File: src/rtl/sat_counter.sv
// Saturating up-counter with synchronous clear taking priority over increment.
module sat_counter #(
    parameter int unsigned W = 16
) (
    input  logic         clk,
    input  logic         rst_n,
    input  logic         inc,
    input  logic         clr,
    output logic [W-1:0] count
);

    logic [W-1:0] count_q;
    logic [W-1:0] count_d;

    always_comb begin
        count_d = count_q;
        if (clr) begin
            count_d = '0;
        end else if (inc && (count_q != '1)) begin
            count_d = count_q + W'(1);
        end
    end

    always_ff @(posedge clk or negedge rst_n) begin
        if (!rst_n) begin
            count_q <= '0;
        end else begin
            count_q <= count_d;
        end
    end

    assign count = count_q;

endmodule

File: config.mk
export PLATFORM = sky130hd
export DESIGN_NAME = sat_counter
export DESIGN_NICKNAME = d
export VERILOG_FILES = /design/src/rtl/sat_counter.sv
export SDC_FILE = /design/constraint.sdc
export NUM_CORES = 1
export LEC_CHECK = 0
export CAP_MARGIN = 0
export CORE_AREA = 2 2 46 48
export CTS_BUF_LIST = sky130_fd_sc_hd__clkbuf_8
export DETAILED_ROUTE_END_ITERATION = 10
export DIE_AREA = 0 0 48 50
export PLACE_DENSITY = 0.78
export SYNTH_ARGS = -nofsm -noshare
export SYNTH_HDL_FRONTEND = slang
export SYNTH_SLANG_ARGS = --single-unit
File: constraint.sdc
create_clock -name clk -period 2.4 [get_ports clk]
set_clock_uncertainty 0.05 [all_clocks]
set_input_delay 0.36 -clock clk [delete_from_list [all_inputs] [get_ports clk]]
set_output_delay 0.36 -clock clk [all_outputs]
set_load 0.1 [all_outputs]
==> flow_results.org <==
** Final layout
- Number of inserted filler cells in the final layout :: 168
- With fillers left out, the area of the finished cells amounts to 0.00117 mm^2.
- Antenna diode instance count :: 0
- Number of flip-flops under the largest register name :: 16
- The net count of the finished layout is 124.
- Of the cells placed in the final design, the portion with a size suffix greater than 1 is 0.280.
- Area used by sequential logic in the layout :: 403 um^2
- In the final layout, the multi-input gates occupy 504 um^2.
- From synthesis to final layout, the design area changed by 24.4%.

** Critical path
- CP startpoint kind :: register
- STA classifies the critical path endpoint as a register.
- At the worst endpoint, the arrival time is 2.20 ns.
- CP Class :: register to register
- Data required, critical path :: 2.48 ns
- Crit-path max FO :: 14

** Clock network
- Clock-pin slew was measured on the worst setup and hold paths at 0.06 ns.
- Worst-skew pair later-pin latency :: 0.25 ns
- Setup bufs post-CTS :: 0
- Number of buffers created by CTS :: 3
- Clock net sink count :: 16
- Count of instances resized after the clock tree is built :: 0
- Counting along the longest clock path gives a buffer depth of 2.
- # H-tree levels :: 1
- TritonCTS built the clock tree.
- Hold Buf Count CTS :: 0
- Clock root buffer :: clkbuf_8

** Global route
- Entering global routing, the biggest net connects 23 pins.
- Antenna violations before repair :: 0
- All-Layer GR Usage :: 0.202
- The first global-routing pass estimated 3.46 mm of wire.
- Summed over all layers, the global routing overflow is 0.
- The number of global-route vias before repair was 786.

** Yosys
- Counting flops and latches in the post-synthesis netlist gives 16.
- Yosys mapped the design onto 28 distinct sky130hd cell types.
- Summed over all instances, the cell type with the most area after synthesis is dfrtp_1.
- Synthesized netlist cell count :: 98
- In the synthesized netlist the async set-or-reset flop fraction comes to 1.00.
- Post-synth top flop :: dfrtp_1
- Sequential area share after synthesis :: 0.425
- Combined area of all synthesized cells :: 942 um^2
- Dividing the synthesized area by the synthesized cell count gives 9.61 um^2.
- Of the post-synthesis cell area, the dominant cell type holds 0.425.
- Ranking of synthesized cells by area :: dfrtp_1, a21oi_1, o31ai_1
- Synthesis produced a netlist with a net count of 103.
- Yosys synthesis warning count :: 0
- Post-synth EDFFs :: 0

** Routing
- Detail-routed net length per standard cell :: 14.7 um
- The detailed router placed 871 vias in this run.
- The count of nets left with antenna violations once routing finished came out at 0.
- Summed over all layers, the routed wires come to 2.13 mm.
- Average via count per standard cell :: 6.01
- DRT iter0 DRCs :: 18
- 1st-pass router iterations :: 4
- Remaining routing DRC violations :: 0

** STA
- Setup repair after global routing missed its margin :: no
- Final hold slack :: 0.484 ns
- The final hold violation count is 0.
- Of the available clock period, the critical path in the final layout requires 0.884.
- Final setup viols :: 0
- Slew at the pin closest to its max-slew limit :: 0.704 ns
- For the finished layout, the period the worst path requires is 2.12 ns.
- Final-report max-slew violation count :: 0
- Based on the critical path, the design can be clocked at up to 471 MHz.
- Final-layout setup total negative slack :: 0 ns
- Slew HR :: 0.529

** Status
- Outcome :: complete, no violations

** Place
- After legalization and detailed placement, the total HPWL measured 1.47 mm.
- DP Area :: 0.00112 mm^2
- In this run the tool buffered the top-level ports with 19 buffer cells.
- Placer's final routability congestion estimate :: 0.808

** Die
- Core ar. :: 0.00190 mm^2
- Starting density of the core :: 0.495
- During I/O placement, the number of pins put on the boundary was 20.
- Die width :: 48 um
- In this run the core area contains 16 standard-cell rows.
- Full die area :: 0.00240 mm^2
- Die Span Y :: 50 um

** Pwr
- Dividing total power by cell area gives a power density of 484 mW/mm^2.
- Leakage component of the power :: 0.506 nW
- Across the VDD grid, the largest voltage drop is 0.305 mV.

** Flow run
- Max-cap violations in this run came to 0.

** Min path
- The min-delay analysis places its worst path in the category input pin to asynchronous set/reset pin.
[report_power, final]
part	internal (W)	leakage (nW)	total, W	switching [W]
clock	0.000146	0.0288	0.000240	0.0000942
sequential	0.000273	0.219	0.000276	0.00000373
combinational	0.0000129	0.258	0.0000517	0.0000389
total	0.000431	0.506	0.000568	0.000137
[logic make-up (layout without fill, tap and decap cells)]
kind of cell,Yosys count,after routing,synth area share
flops,16,16,0.425
buf+inv,8,28,0.0398
simple gates,45,45,0.312
compound gates,24,24,0.162
mux,4,4,0.0478
fa+ha+maj,1,1,0.0133
[layer usage]
layer,wire length (um),vias to the layer above,track usage
met1,985,424,0.273
met5,0,-,0
met3,89,5,0.0330
li1,-,420,-
met4,40,0,0.0901
met2,1020,22,0.307
[worst max-delay path: stages (launching register included)]
cell,delay (ns)
dfrtp_2,0.41
ha_1,0.24
nand4_2,0.14
nor4_4,0.67
nor4_1,0.15
mux2_1,0.34
[stage by stage]
step	std cells	util	total power [W]	setup WS [ns]
floorplan	98	-	0.000314	0.0217
global placement	141	0.588	0.000332	0.305
detailed placement	141	0.588	0.000333	0.252
CTS	145	0.616	0.000572	0.305
global route	145	0.616	0.000597	0.139
finish	145	0.616	0.000568	0.279
[synth_stat cells, types with 2 or more instances]
cell type / instances
a21oi_1: 11
clkbuf_1: 4
nor4_1: 4
and3_1: 2
nor2_1: 4
and4_2: 2
nor2b_1: 4
or4_2: 2
inv_1: 3
or3_1: 2
o21ai_1: 3
nand3_1: 3
or4_1: 5
nand4_1: 6
dfrtp_1: 16
o31ai_1: 7
nand2_1: 6
mux2_1: 4
[cell type report]
class	count	area share
flip-flops and latches	16	0.344
repair buffers	21	0.141
well taps	27	0.0288
clock buffers	4	0.0470
multi-input cells	74	0.430
inverters	3	0.00961
[layout by cell type, fill, tap and decap left out, drive strengths merged, types with 5 or more instances in the layout]
cell type and n:
nand4 7, a21oi 11, buf 18, or4 7, nand2 6, nor4 5, dfrtp 16, o31ai 7
[path summary, 6_finish.rpt]
kind	to	startpoint	slack (ns)	cells after the start
worst max-delay path	count[15]	count[0]	0.28	5
worst min-delay path	count[11]	rst_n	0.48	1
worst max register to register	count[15]	count[0]	0.28	5
worst min register to register	count[10]	count[10]	0.56	2
max in group asynchronous	count[0]	rst_n	1.33	1
min in group clk	count[10]	count[10]	0.56	2
No activity file was read; power rests on OpenSTA's default activity.
